## src/rtl/apb3_timer_pkg.sv

```systemverilog
// apb3_timer_pkg: register offsets, CTRL bit indices and APB FSM encoding for apb3_timer
package apb3_timer_pkg;
    localparam int OFF_LOAD     = 'h00;
    localparam int OFF_VALUE    = 'h04;
    localparam int OFF_CTRL     = 'h08;
    localparam int OFF_PRESCALE = 'h0C;
    localparam int OFF_INTCLR   = 'h10;
    localparam int OFF_RIS      = 'h14;
    localparam int OFF_MIS      = 'h18;
    localparam int CTRL_EN      = 0;
    localparam int CTRL_IE      = 1;
    localparam int CTRL_ONESHOT = 2;
    typedef enum logic {IDLE = 1'b0, RWAIT = 1'b1} apb_state_t;
endpackage

```

## src/rtl/apb3_timer_core.sv

```systemverilog
// apb3_timer_core: prescaler, 32-bit down-counter and raw interrupt status
module apb3_timer_core
    import apb3_timer_pkg::*;
#(
    parameter int PRE_W = 8
) (
    input  logic             clk,
    input  logic             rst_n,
    input  logic             load_we,
    input  logic [31:0]      load_val,
    input  logic [31:0]      load,
    input  logic             en,
    input  logic             oneshot,
    input  logic [PRE_W-1:0] prescale,
    input  logic             intclr,
    output logic [31:0]      value,
    output logic             ris,
    output logic             en_clr
);
    logic [PRE_W-1:0] pcnt;
    logic             tick;
    logic             expire;
    // a LOAD write restarts the prescaler and swallows any tick on the same edge
    assign tick   = en && pcnt == prescale && !load_we;
    assign expire = tick && value == '0;
    assign en_clr = expire && oneshot;
    always_ff @(posedge clk or negedge rst_n) begin
        if (!rst_n) begin
            pcnt  <= '0;
            value <= '0;
            ris   <= 1'b0;
        end else begin
            pcnt  <= (load_we || tick) ? '0 : en ? pcnt + 1'b1 : pcnt;
            value <= load_we ? load_val : expire ? load : tick ? value - 32'd1 : value;
            ris   <= expire ? 1'b1 : intclr ? 1'b0 : ris;
        end
    end
endmodule

```

## src/rtl/apb3_timer.sv

```systemverilog
// apb3_timer: APB3 slave wrapping a prescaled down-counter with periodic/one-shot modes and interrupt
module apb3_timer
    import apb3_timer_pkg::*;
#(
    parameter int ADDR_W = 8,
    parameter int PRE_W  = 8
) (
    input  logic              HCLK,
    input  logic              HRESETN,
    input  logic              PSEL,
    input  logic              PENABLE,
    input  logic              PWRITE,
    input  logic [ADDR_W-1:0] PADDR,
    input  logic [31:0]       PWDATA,
    output logic [31:0]       PRDATA,
    output logic              PREADY,
    output logic              PSLVERR,
    output logic              TIMINT
);
    apb_state_t       state, state_nxt;
    logic [ADDR_W-1:0] addr;
    logic              access, wr_en, rd_cap, addr_ok, rd_err;
    logic              we_load, we_ctrl, we_pre, we_clr;
    logic [31:0]       rdata, load, value;
    logic              en, ie, oneshot, ris, en_clr;
    logic [PRE_W-1:0]  prescale;
    assign addr    = PADDR & ~ADDR_W'(3);
    assign access  = PSEL && PENABLE;
    assign we_load = wr_en && addr == ADDR_W'(OFF_LOAD);
    assign we_ctrl = wr_en && addr == ADDR_W'(OFF_CTRL);
    assign we_pre  = wr_en && addr == ADDR_W'(OFF_PRESCALE);
    assign we_clr  = wr_en && addr == ADDR_W'(OFF_INTCLR);
    always_ff @(posedge HCLK or negedge HRESETN) begin
        if (!HRESETN) state <= IDLE;
        else          state <= state_nxt;
    end
    always_comb begin
        state_nxt = (state == IDLE && access && !PWRITE) ? RWAIT : IDLE;
    end
    always_comb begin
        wr_en   = state == IDLE && access && PWRITE;
        rd_cap  = state == IDLE && access && !PWRITE;
        PREADY  = state == RWAIT || wr_en;
        PSLVERR = state == RWAIT ? rd_err : wr_en && !addr_ok;
    end
    always_comb begin
        rdata   = '0;
        addr_ok = 1'b1;
        case (addr)
            ADDR_W'(OFF_LOAD):     rdata = load;
            ADDR_W'(OFF_VALUE):    rdata = value;
            ADDR_W'(OFF_CTRL):     rdata = {29'b0, oneshot, ie, en};
            ADDR_W'(OFF_PRESCALE): rdata = 32'(prescale);
            ADDR_W'(OFF_INTCLR):   rdata = '0;
            ADDR_W'(OFF_RIS):      rdata = {31'b0, ris};
            ADDR_W'(OFF_MIS):      rdata = {31'b0, ris & ie};
            default:               addr_ok = 1'b0;
        endcase
    end
    always_ff @(posedge HCLK or negedge HRESETN) begin
        if (!HRESETN) begin
            PRDATA   <= '0;
            rd_err   <= 1'b0;
            load     <= '0;
            en       <= 1'b0;
            ie       <= 1'b0;
            oneshot  <= 1'b0;
            prescale <= '0;
            TIMINT   <= 1'b0;
        end else begin
            PRDATA   <= rd_cap ? rdata : PRDATA;
            rd_err   <= rd_cap ? !addr_ok : rd_err;
            load     <= we_load ? PWDATA : load;
            // a bus write to CTRL overrides a one-shot expiry clearing EN
            en       <= we_ctrl ? PWDATA[CTRL_EN] : en_clr ? 1'b0 : en;
            ie       <= we_ctrl ? PWDATA[CTRL_IE] : ie;
            oneshot  <= we_ctrl ? PWDATA[CTRL_ONESHOT] : oneshot;
            prescale <= we_pre ? PWDATA[PRE_W-1:0] : prescale;
            TIMINT   <= ris & ie;
        end
    end
    apb3_timer_core #(.PRE_W(PRE_W)) u_core (
        .clk      (HCLK),
        .rst_n    (HRESETN),
        .load_we  (we_load),
        .load_val (PWDATA),
        .load     (load),
        .en       (en),
        .oneshot  (oneshot),
        .prescale (prescale),
        .intclr   (we_clr),
        .value    (value),
        .ris      (ris),
        .en_clr   (en_clr)
    );
endmodule

```

## config.mk

```make
export PLATFORM = sky130hd
export DESIGN_NAME = apb3_timer
export DESIGN_NICKNAME = d
export VERILOG_FILES = /design/src/rtl/apb3_timer_pkg.sv /design/src/rtl/apb3_timer_core.sv /design/src/rtl/apb3_timer.sv
export SDC_FILE = /design/constraint.sdc
export NUM_CORES = 1
export LEC_CHECK = 0
export ABC_CLOCK_PERIOD_IN_PS = 7700
export CORE_MARGIN = 2
export CORE_UTILIZATION = 40
export DETAILED_ROUTE_END_ITERATION = 6
export SETUP_SLACK_MARGIN = 0.1
export SKIP_LAST_GASP = 1
export SLEW_MARGIN = 20
export SYNTH_ARGS = -nofsm -noshare
export SYNTH_HDL_FRONTEND = slang
export SYNTH_SLANG_ARGS = --single-unit
```

## constraint.sdc

```tcl
create_clock -name HCLK -period 7.7 [get_ports HCLK]
set_input_delay 1.54 -clock HCLK [delete_from_list [all_inputs] [get_ports HCLK]]
set_output_delay 1.54 -clock HCLK [all_outputs]
set_load 0.02 [all_outputs]
```

=== After elaboration in Yosys (flattened, before gate mapping) ===
Index checks and enable logic that the tools add are counted.
Widths: inputs -> output; s select.

* Register bits: 119
* Output and inout port bits: 35
* Logic and storage cells: 61
* Input port bits: 45

* Mux-type cells: 13
* Reductions and logical operators: 25
* Equality and inequality tests: 7
* Add/subtract/negate cells: 2
* Bitwise gates (word level): 2

{| class="wikitable"
|+ Operator list
! kind !! count
|-
| $pmux 32 s6 || 1
|-
| $mux 32 || 3
|-
| $logic_not 32->1 || 1
|-
| $sub 32x1->32 const B || 1
|-
| $eq 6x3->1 const B || 3
|-
| $mux 8 || 2
|-
| $logic_and 1x1->1 || 13
|-
| $eq 6x2->1 const B || 2
|-
| $add 8x1->8 const B || 1
|-
| $eq 8x8->1 || 1
|-
| $logic_not 8->1 || 1
|-
| $mux 1 || 7
|-
| $reduce_or 7->1 || 1
|-
| $eq 6x1->1 const B || 1
|-
| $reduce_bool 2->1 || 3
|-
| $logic_not 1->1 || 3
|-
| $reduce_bool 3->1 || 1
|-
| $logic_or 1x1->1 || 2
|-
| $and 1x1->1 || 1
|-
| $not 1->1 || 1
|}

=== Depth between registers and ports, before layout ===
Gate-level depths: netlist (run 1).

* Depth after elaboration: 10
* Mapped depth: 10
* Gate-level depth less buffers: 8

=== Modules after synthesis ===
From an unflattened synthesis (run 1), not the netlist that was laid out.

* Cell total of the unflattened synthesis: 595
* Area, all modules: 6,322.3 µm²

{| class="wikitable"
|+ Modules (own cells, without submodules)
! module !! seq. area each (µm²) !! area an instance (µm²) !! instances !! cells each
|-
| apb3_timer || 1,951.9 || 3,534.6 || 1 || 268
|-
| apb3_timer_core || 1,026.0 || 2,787.7 || 1 || 327
|}

=== Least setup slack after synthesis (run 1) ===
OpenSTA, ideal clock, no wires.

* Kind: in2out
* Start point: in PADDR[2]
* End point: out PSLVERR
* Setup slack: 3.406 ns
* Arrival: 2.754 ns
* Stages: 5
* Data required time: 6.160 ns
* Buffers on the path: 2
* Cells stage by stage: clkbuf_1 > and2_1 > clkbuf_1 > a2111oi_0 > o21ai_0

* Word-level cells in the longest chain between the ends: 6
* Elaborated cells on any way between the ends: 12
* Those cells by class: 6 x eq/ne; 2 x mux; 4 x reduce/logical

{| class="wikitable"
|+ Ends and longest elaborated chain
! element !! RTL line !! source
|-
| start: declaration || apb3_timer.sv:13 || <nowiki>input logic [ADDR_W-1:0] PADDR,</nowiki>
|-
| $eq 6x2->1, or another cell as far along || apb3_timer.sv:49 || <nowiki>case (addr)</nowiki>
|-
| $reduce_or 7->1 (no source line) * || n/a ||
|-
| $mux 1 * || apb3_timer.sv:49 ||
|-
| $logic_not 1->1 * || apb3_timer.sv:44 || <nowiki>PSLVERR = state == RWAIT ? rd_err : wr_en && !addr_ok;</nowiki>
|-
| $logic_and 1x1->1 * || apb3_timer.sv:44 ||
|-
| $mux 1 * || apb3_timer.sv:44 ||
|-
| end: declaration || apb3_timer.sv:17 || <nowiki>output logic PSLVERR,</nowiki>
|}

Mark *: on every way between the ends. The rest lies on a longest branch, timed or not.

=== Worst setup path after layout (run 1) ===
Same ends and word-level chain as after synthesis.

==> metrics.md, run 1 <==
| Metric | Value |
|---|---|
| WHS Path Cells | 2 |
| Cell row count | 45 |
| Worst Skew | 0.008246 ns |
| Largest net degree at the start of global routing | 73 |
| First-pass DRT Iterations | 5 |
| Final Hold Viols | 0 |
| Post-synth EDFFs | 0 |
| GP Congestion | 0.8411 |
| Gr ovfl total | 0 |
| # DRC | 0 |
| Cells after Synth | 698 |
| Via Count | 5569 |
| Nets | 803 |
| Synth-to-layout area growth | 23.43% |
| Max H-tree Level | 4 |
| Sequential area share after synthesis | 47.18% |
| Clk sinks | 119 |
| Place WS | 2.086 ns |
| Max stage delay on crit path | 0.81 ns |
| Syn. warnings | 0 |
| Most used cell, CP | clkdlybuf4s50_1 |
| Die Width | 129.6 um |
| Die height | 129.6 um |
| Fin worst setup slack | 2.101 ns |
| Cell count along the critical path | 5 |
| IO Pins | 80 |
| Wire length per cell | 18.46 um |
| Worst path slowest cell | clkdlybuf4s50_1 |
| N_diodes | 0 |
| Clock Path Buffers | 2 |
| Setup tns final | 0 ns |
| Most frequent cells in the layout | 170 x nand2_1, 119 x dfrtp_1, 76 x clkdlybuf4s50_1, 55 x o21ai_0, 33 x nor2_1 |
| Post-cts resize count | 0 |
| Number of DRC markers in iteration 0 | 394 |
| Max_slew headroom | 24.15% |
| Syn nets | 745 |
| Power per cell area | 221.5 nW/um2 |
| Vias per cell | 5.706 |
| Crit path buffers/inverters | 2 |
| Final period util | 72.71% |
| Syn_area_per_cell | 9.043 um2 |
| Status | finished clean |
| Worst-Margin Slew | 1.129 ns |
| Port Buf Inserts | 77 |
| Distinct cells, synth | 67 |
| CP Launch Type | input port |
| Clk Latency, worst-skew pair | 0.42 ns |
| Hpwl dp | 11830 um |
| Hold-fix buffers, CTS | 0 |
| Leakage power | 3.341 nW |
| CP Class | input port to output pin |
| Post-route ant nets | 0 |
| Vias in the first global route | 5601 |
| Die area | 16800 um2 |
| Commonest non-fill, non-tap cell in the layout | nand2_1 |
| Asr flop ratio synth | 100.0% |
| Data arrival, critical path | 4.06 ns |
| Main synth FF type | dfrtp_1 |
| Cts bufs inserted | 17 |
| Worst-path maximum fanout | 16 |
| RSZ-0062 raised after global routing | no |
| Fmax | 0.1786 GHz |
| Post-CTS setup buffers | 0 |
| Initial Utilization | 41.22% |
| Maximum VDD drop | 0.1808 mV |
| Layout cells sized above 1 | 8.627% |
| Hold Path Class | register to register |
| Initial antenna violation count | 0 |
| CTS tree | yes |
| First-pass GRT wire length | 29790 um |
| Crit path required time | 6.16 ns |
| Core area | 15310 um2 |
| Crit path max-delay family | buffers and inverters |
| Period minus WS final | 5.599 ns |
| Max_cap viols | 0 |
| CTS clk-pin slew, worst paths | 0.05 ns |
| Overall Global Routing Usage | 22.89% |
| Seq cells post-synth | 119 |
| Clock root cell | clkbuf_16 |
| Crit end category | output pin |
| Slew Limit Fails | 0 |
| Drt total wl | 18020 um |
| Cell depth of the worst flop-to-flop path | 6 |
| CP cell instances | clkdlybuf4s50_1 > and2_1 > a2111oi_0 > o21ai_0 > clkdlybuf4s50_1 |
| Final setup fails | 0 |
| Mapped Area | 6312 um2 |
-- through the flow --
| step | utilization (%) | hold WS, ns | total power, W | std cells | area (um2) |
|---|---|---|---|---|---|
| final | 50.87 | 0.4734 | 0.001726 | 976 | 7791 |
| after global routing | 50.87 | 0.5031 | 0.001800 | 976 | 7791 |
| after CTS | 50.87 | 0.4813 | 0.001736 | 976 | 7791 |
| after detailed placement | 47.08 | 0.4699 | 0.0009417 | 948 | 7211 |
| after global placement | 47.08 | 0.4617 | 0.0009319 | 948 | 7211 |
| after floorplan | - | 0.4502 | 0.0008520 | 698 | 6312 |
-- layout make-up --
cell class / count / area [um2]
Clock buffer: 25 / 515.5
Timing Repair Buffer: 83 / 813.3
Tap cell: 211 / 264.0
Inverter: 11 / 41.29
Fill cell: 1430 / 7523
Multi-Input combinational cell: 524 / 3114
Clock inverter: 3 / 65.06
Sequential cell: 119 / 2978
-- metal layers --
metal | share of wire (%) | vias to the layer above | GRT usage, %
met5 | 0 | - | 0
met4 | 1.8 | 0 | 8.602
met3 | 6.2 | 28 | 4.831
met2 | 45 | 209 | 35.57
met1 | 47 | 2701 | 31.63
li1 | - | 2631 | -
-- path summary, 6_finish.rpt --
| check | end | slack (ns) | start |
|---|---|---|---|
| setup / recovery | PSLVERR | 2.10 | PADDR[2] |
| hold / removal | PRDATA[18] | 0.47 | PRDATA[18] |
| setup reg to reg | u_core.value[9] | 4.09 | u_core.value[7] |
| hold reg to reg | PRDATA[18] | 0.47 | PRDATA[18] |
| max in group asynchronous | u_core.value[31] | 5.15 | HRESETN |
| min in group asynchronous | state | 1.15 | HRESETN |
-- worst min-delay path, delay by kind of cell, from the launching register on --
family / cells / cell delay (ns)
flip-flops: 1 / 0.34
AND/OR/NAND/NOR: 1 / 0.04
AO/OA/AOI/OAI: 1 / 0.06
-- report_power, final --
part / leakage [nW] / total (W) / internal (W) / switching [W]
clock network: 0.287 / 0.000792 / 0.000520 / 0.000272
logic: 1.49 / 0.000208 / 0.0000929 / 0.000115
registers: 1.56 / 0.000726 / 0.000669 / 0.0000567
total: 3.34 / 0.00173 / 0.00128 / 0.000444
-- logic make-up (layout without fill, tap and decap cells) --
| kind of cell | Yosys count | after routing | share of synthesized area, % |
|---|---|---|---|
| flops | 119 | 119 | 47.18 |
| compound gates | 190 | 190 | 20.75 |
| mux | 20 | 20 | 3.786 |
| fa+ha+maj | 2 | 2 | 0.3964 |
| xor+xnor | 22 | 22 | 3.052 |
| buf+inv | 55 | 122 | 3.667 |
| simple gates | 290 | 290 | 21.17 |
-- registers in the layout, indices dropped and copies added, names as in the netlist --
| signal | count |
|---|---|
| PRDATA | 32 |
| load | 32 |
| u_core.value | 32 |
| prescale | 8 |
| u_core.pcnt | 8 |
| TIMINT | 1 |
| en | 1 |
| ie | 1 |
| oneshot | 1 |
| rd_err | 1 |
| state | 1 |
| u_core.ris | 1 |
-- Yosys cell counts, drive strengths merged, types with 3 or more instances --
cell | count | share of area [%]
nand2 | 170 | 10
dfrtp | 119 | 47
o21ai | 59 | 4.7
clkbuf | 33 | 2.0
nor2 | 33 | 2.0
a22oi | 27 | 3.2
a21oi | 22 | 1.7
xor2 | 17 | 2.4
nor3 | 16 | 1.4
nand3 | 12 | 0.95
nor4 | 12 | 1.5
buf | 11 | 1.1
inv | 11 | 0.65
mux2 | 11 | 2.0
a22o | 10 | 1.4
nand4 | 10 | 0.99
o31ai | 9 | 1.6
and3 | 8 | 0.79
o2bb2ai | 8 | 1.1
mux2i | 7 | 1.1
a211oi | 6 | 0.71
o211ai | 6 | 0.71
or3 | 6 | 0.75
a221oi | 5 | 0.69
a31oi | 5 | 0.50
or4 | 5 | 0.71
xnor2 | 5 | 0.69
and2 | 4 | 0.40
nand2b | 4 | 0.40
o21a | 4 | 0.48
a21boi | 3 | 0.36
a31o | 3 | 0.42
nor2b | 3 | 0.30
o22ai | 3 | 0.30
o41ai | 3 | 0.42
or2 | 3 | 0.30
(Power assumes the default switching activity.)
==> inputs of run 2 (changes only) <==
--- a/config.mk
+++ b/config.mk
@@ -5,7 +5,7 @@
 export SDC_FILE = /design/constraint.sdc
 export NUM_CORES = 1
 export LEC_CHECK = 0
-export ABC_CLOCK_PERIOD_IN_PS = 7700
+export ABC_CLOCK_PERIOD_IN_PS = 5000
 export CORE_MARGIN = 2
 export CORE_UTILIZATION = 40
 export DETAILED_ROUTE_END_ITERATION = 6
==> constraint.sdc (replaced) <==
create_clock -name HCLK -period 5 [get_ports HCLK]
set_input_delay 1 -clock HCLK [delete_from_list [all_inputs] [get_ports HCLK]]
set_output_delay 1 -clock HCLK [all_outputs]
set_load 0.02 [all_outputs]
==> run 2 against run 1 <==
Critical path depth rose by 1. Largest power group is now registers. Clock skew up 0.0013 ns. Sequential share of layout area about the same. Highest routed layer unchanged. Final cell count grew 0.82%. Core utilization hardly changed. Combinational power is 56% higher.
==> metrics.md, run 2 (synthesis gave the netlist of run 1 again) <==
| Metric | Value |
|---|---|
| Nets | 808 |
| Commonest non-fill, non-tap cell in the layout | nand2_1 |
| Power per cell area | 327.8 nW/um2 |
| Worst-Margin Slew | 1.148 ns |
| Worst-path maximum fanout | 15 |
| Max_slew headroom | 23.20% |
| Most frequent cells in the layout | 170 x nand2_1, 119 x dfrtp_1, 76 x clkdlybuf4s50_1, 55 x o21ai_0, 33 x nor2_1 |
| Status | finished clean |
| Finished Layout Cells | 984 |
| Wire length per cell | 18.49 um |
| Total power | 0.002555 W |
| Hold_ws | 0.4729 ns |
| Port Buf Inserts | 77 |
| Final setup fails | 0 |
| Crit path required time | 4.00 ns |
| Cell row count | 45 |
| Die height | 129.6 um |
| Clk sinks | 119 |
| Data arrival, critical path | 3.13 ns |
| Leakage power | 3.338 nW |
| Maximum VDD drop | 0.2422 mV |
| Post-route ant nets | 0 |
| Gr ovfl total | 0 |
| Clk Latency, worst-skew pair | 0.42 ns |
| N_diodes | 0 |
| Worst Skew | 0.009517 ns |
| Final Hold Viols | 0 |
| Slew Limit Fails | 0 |
| First-pass DRT Iterations | 5 |
| CTS tree | yes |
| Cells after DPL | 953 |
| First-pass GRT wire length | 29280 um |
| CTS clk-pin slew, worst paths | 0.05 ns |
| Die Width | 129.6 um |
| Initial Utilization | 41.22% |
| Placed cell area | 7261 um2 |
| Post-route cell area | 7794 um2 |
| Crit end category | output pin |
| Final period util | 82.58% |
| Post-CTS setup buffers | 0 |
| Hold Path Class | register to register |
| Die area | 16800 um2 |
| IO Pins | 80 |
| Max H-tree Level | 4 |
| Vias per cell | 5.724 |
| Post-cts resize count | 0 |
| Largest net degree at the start of global routing | 67 |
| Core area | 15310 um2 |
| Via Count | 5632 |
| Overall Global Routing Usage | 22.44% |
| Cts bufs inserted | 17 |
| Vias in the first global route | 5685 |
| Period minus WS final | 4.129 ns |
| Clock Path Buffers | 2 |
| Setup tns final | 0 ns |
| Cell depth of the worst flop-to-flop path | 6 |
| Clock root cell | clkbuf_16 |
| RSZ-0062 raised after global routing | no |
| Initial antenna violation count | 0 |
| CP Launch Type | input port |
| CP Class | input port to output pin |
| Hold-fix buffers, CTS | 0 |
| Biggest regs | PRDATA (32), load (32), u_core.value (32) |
| Layout cells sized above 1 | 8.926% |
| Synth-to-layout area growth | 23.47% |
| Hpwl dp | 11960 um |
| Drt total wl | 18190 um |
| Max_cap viols | 0 |
| GP Congestion | 0.8492 |
| # DRC | 0 |
| Fmax | 0.2422 GHz |
| Number of DRC markers in iteration 0 | 616 |
| WHS Path Cells | 2 |
==> run 2: cell types whose count changed in the layout (fill, tap and decap cells not counted), sizes merged <==
cell	previous run	this run
bufinv	2	0
clkinvlp	0	1
clkbuf	25	29
buf	7	12
==> run 2: path summary, 6_finish.rpt <==
kind | start | end | slack, ns
worst max-delay path | PADDR[3] | PSLVERR | 0.87
min in group asynchronous | HRESETN | PRDATA[9] | 0.70
worst min register to register | PRDATA[15] | PRDATA[15] | 0.47
worst max register to register | u_core.value[7] | u_core.value[9] | 1.55
max in group asynchronous | HRESETN | prescale[2] | 3.36
worst min-delay path | PRDATA[15] | PRDATA[15] | 0.47
==> run 2: where the power goes <==
group / switching (W) / internal, W
clock network: 0.000419 / 0.000696
logic: 0.000178 / 0.000146
registers: 0.0000866 / 0.00103
==> run 2: area by class of cell <==
type                       instances  area, um2
timing repair buffer              88      863.3
multi-input combinational        524       3114
clock inverter                     2      12.51
inverter                          11      41.29
fill                            1448       7521
tap                              211      264.0
clock buffer                      29      520.5
sequential                       119       2978
==> run 2: worst max-delay path: stages <==
cell	delay [ns]
clkdlybuf4s50_1	0.40
buf_4	0.20
and2_1	0.25
a2111oi_0	0.58
o21ai_0	0.14
clkdlybuf4s50_1	0.56
==> run 2: metal layers <==
layer / GRT usage (%) / wire length, um / vias to the layer above
li1: - / - / 2651
met1: 30.55 / 8380 / 2751
met2: 34.92 / 8451 / 200
met3: 4.542 / 1028 / 30
met4: 9.677 / 333 / 0
met5: 0 / 0 / -
==> run 2: metrics by stage <==
step	utilization, %	setup slack, ns
2_1_floorplan	-	1.786
3_3_place_gp	47.41	0.8959
3_5_place_dp	47.41	0.8530
4_1_cts	50.89	0.8471
5_1_grt	50.89	0.7803
6_report	50.89	0.8710
==> inputs of run 3 (changes only) <==
--- a/config.mk
+++ b/config.mk
@@ -5,7 +5,7 @@
 export SDC_FILE = /design/constraint.sdc
 export NUM_CORES = 1
 export LEC_CHECK = 0
-export ABC_CLOCK_PERIOD_IN_PS = 5000
+export ABC_CLOCK_PERIOD_IN_PS = 3900
 export CORE_MARGIN = 2
 export CORE_UTILIZATION = 40
 export DETAILED_ROUTE_END_ITERATION = 6
==> constraint.sdc (replaced) <==
create_clock -name HCLK -period 3.9 [get_ports HCLK]
set_input_delay 0.78 -clock HCLK [delete_from_list [all_inputs] [get_ports HCLK]]
set_output_delay 0.78 -clock HCLK [all_outputs]
set_load 0.02 [all_outputs]
==> run 3 against run 2 <==
Sequential power grew 28%. Global-route usage is essentially flat. Combinational power grew 30%. Via count shrank 0.43%. Design area grew 1.2%. Total power grew 32%. Critical path depth is the same. Die area is the same. Core utilization grew 0.63 points. Clock skew shrank 0.00099 ns. Register-to-register slack lost 0.99 ns. Routed wire length shrank 2.7%.
==> metrics.md, run 3 (synthesis gave the netlist of run 1 again) <==
| Metric | Value |
|---|---|
| Synth-to-layout area growth | 25.00% |
| Most frequent cells in the layout | 170 x nand2_1, 119 x dfrtp_1, 76 x clkdlybuf4s50_1, 55 x o21ai_0, 33 x nor2_1 |
| Post-cts resize count | 0 |
| Crit path required time | 4.19 ns |
| Largest net degree at the start of global routing | 64 |
| Max_cap viols | 0 |
| Gr ovfl total | 0 |
| GP Congestion | 0.8601 |
| Clock root cell | clkbuf_16 |
| Overall Global Routing Usage | 22.49% |
| Hpwl dp | 12090 um |
| Maximum VDD drop | 0.2930 mV |
| Drt total wl | 17710 um |
| Worst-path maximum fanout | 12 |
| First-pass DRT Iterations | 5 |
| CP Launch Type | register |
| Total power | 0.003362 W |
| Via Count | 5608 |
| Final setup fails | 0 |
| DR WL met2 | 8231 um |
| Final Hold Viols | 0 |
| Vias per cell | 5.665 |
| Clock Path Buffers | 2 |
| IO Pins | 80 |
| Fmax | 0.2997 GHz |
| Final period util | 85.54% |
| Die height | 129.6 um |
| Worst-Margin Slew | 1.054 ns |
| CTS tree | yes |
| Cell row count | 45 |
| Period minus WS final | 3.336 ns |
| Crit end category | register |
| Setup tns final | 0 ns |
| Max H-tree Level | 4 |
| Register area | 2978 um2 |
| Worst Skew | 0.008531 ns |
| Met1 wire length | 8246 um |
| Port Buf Inserts | 77 |
| N_diodes | 0 |
| Vias in the first global route | 5681 |
| Cts bufs inserted | 17 |
| Finished Layout Cells | 990 |
| Status | finished clean |
| First-pass GRT wire length | 29410 um |
| Core area | 15310 um2 |
| Clk sinks | 119 |
| Leakage power | 3.403 nW |
| Max_slew headroom | 29.44% |
| Hold_ws | 0.4447 ns |
| Number of DRC markers in iteration 0 | 468 |
| RSZ-0062 raised after global routing | no |
| CTS clk-pin slew, worst paths | 0.05 ns |
| Commonest non-fill, non-tap cell in the layout | nand2_1 |
| Top routing layer in use | met4 |
| Post-CTS setup buffers | 0 |
| Power per cell area | 426.2 nW/um2 |
| Nets | 817 |
| CP Class | register to register |
| WL met3 | 859 um |
| Initial antenna violation count | 0 |
| Layout cells sized above 1 | 10.14% |
| # fillers | 1426 |
| Wire length per cell | 17.89 um |
| Hold Path Class | input port to asynchronous set/reset pin |
| Initial Utilization | 41.22% |
| Multi-input logic area | 3114 um2 |
| # DRC | 0 |
| Die area | 16800 um2 |
| Biggest regs | PRDATA (32), load (32), u_core.value (32) |
| Clk Latency, worst-skew pair | 0.41 ns |
| Die Width | 129.6 um |
| Slew Limit Fails | 0 |
| Data arrival, critical path | 3.63 ns |
| Hold-fix buffers, CTS | 0 |
| Post-route ant nets | 0 |
| Cells after DPL | 962 |
## run 3: cell types whose count changed in the layout (fill, tap and decap cells not counted), sizes merged
cell / previous run / this run
buf: 12 / 21
clkinv: 1 / 2
bufinv: 0 / 2
clkinvlp: 1 / 0
clkbuf: 29 / 24
## run 3: layer usage
metal,global-route usage (%),vias to the layer above
met1,30.73,2748
li1,-,2661
met3,4.335,27
met5,0,-
met4,8.539,0
met2,35.54,172
## run 3: final timing paths
check,start,end,slack (ns),cells past startpoint
setup / recovery,u_core.value[3],u_core.value[17],0.56,6
hold / removal,HRESETN,PRDATA[8],0.44,1
setup reg to reg,u_core.value[3],u_core.value[17],0.56,6
hold reg to reg,PRDATA[13],PRDATA[13],0.47,2
max in group asynchronous,HRESETN,load[29],2.67,2
min in group HCLK,PRDATA[13],PRDATA[13],0.47,2
## run 3: worst max-delay path: stages (launching register included)
cell      delay [ns]
dfrtp_1         0.45
nor4_1          0.74
nand2b_1        0.59
or3_4           0.60
o31ai_4         0.47
a21oi_1         0.11
a211o_1         0.24
## run 3: power by group
group | total (W) | switching [W] | internal (W)
registers | 0.00143 | 0.000112 | 0.00132
clock network | 0.00151 | 0.000517 | 0.000991
logic | 0.000421 | 0.000231 | 0.000190
## run 3: per-stage QoR
| step | setup WS [ns] | util (%) | cell area, um2 |
|---|---|---|---|
| after global placement | 0.4882 | 47.85 | 7328 |
| after global routing | 0.3425 | 51.52 | 7890 |
| after floorplan | 1.126 | - | 6312 |
| after detailed placement | 0.4794 | 47.85 | 7328 |
| after CTS | 0.5345 | 51.52 | 7890 |
| final | 0.5638 | 51.52 | 7890 |
## run 3: area by class of cell
class,count,share of cell area [%]
Sequential cell,119,37.74
Timing Repair Buffer,97,11.80
Multi-Input combinational cell,524,39.47
Clock buffer,24,6.232
Inverter,11,0.5233
Clock inverter,4,0.8880
Tap cell,211,3.346
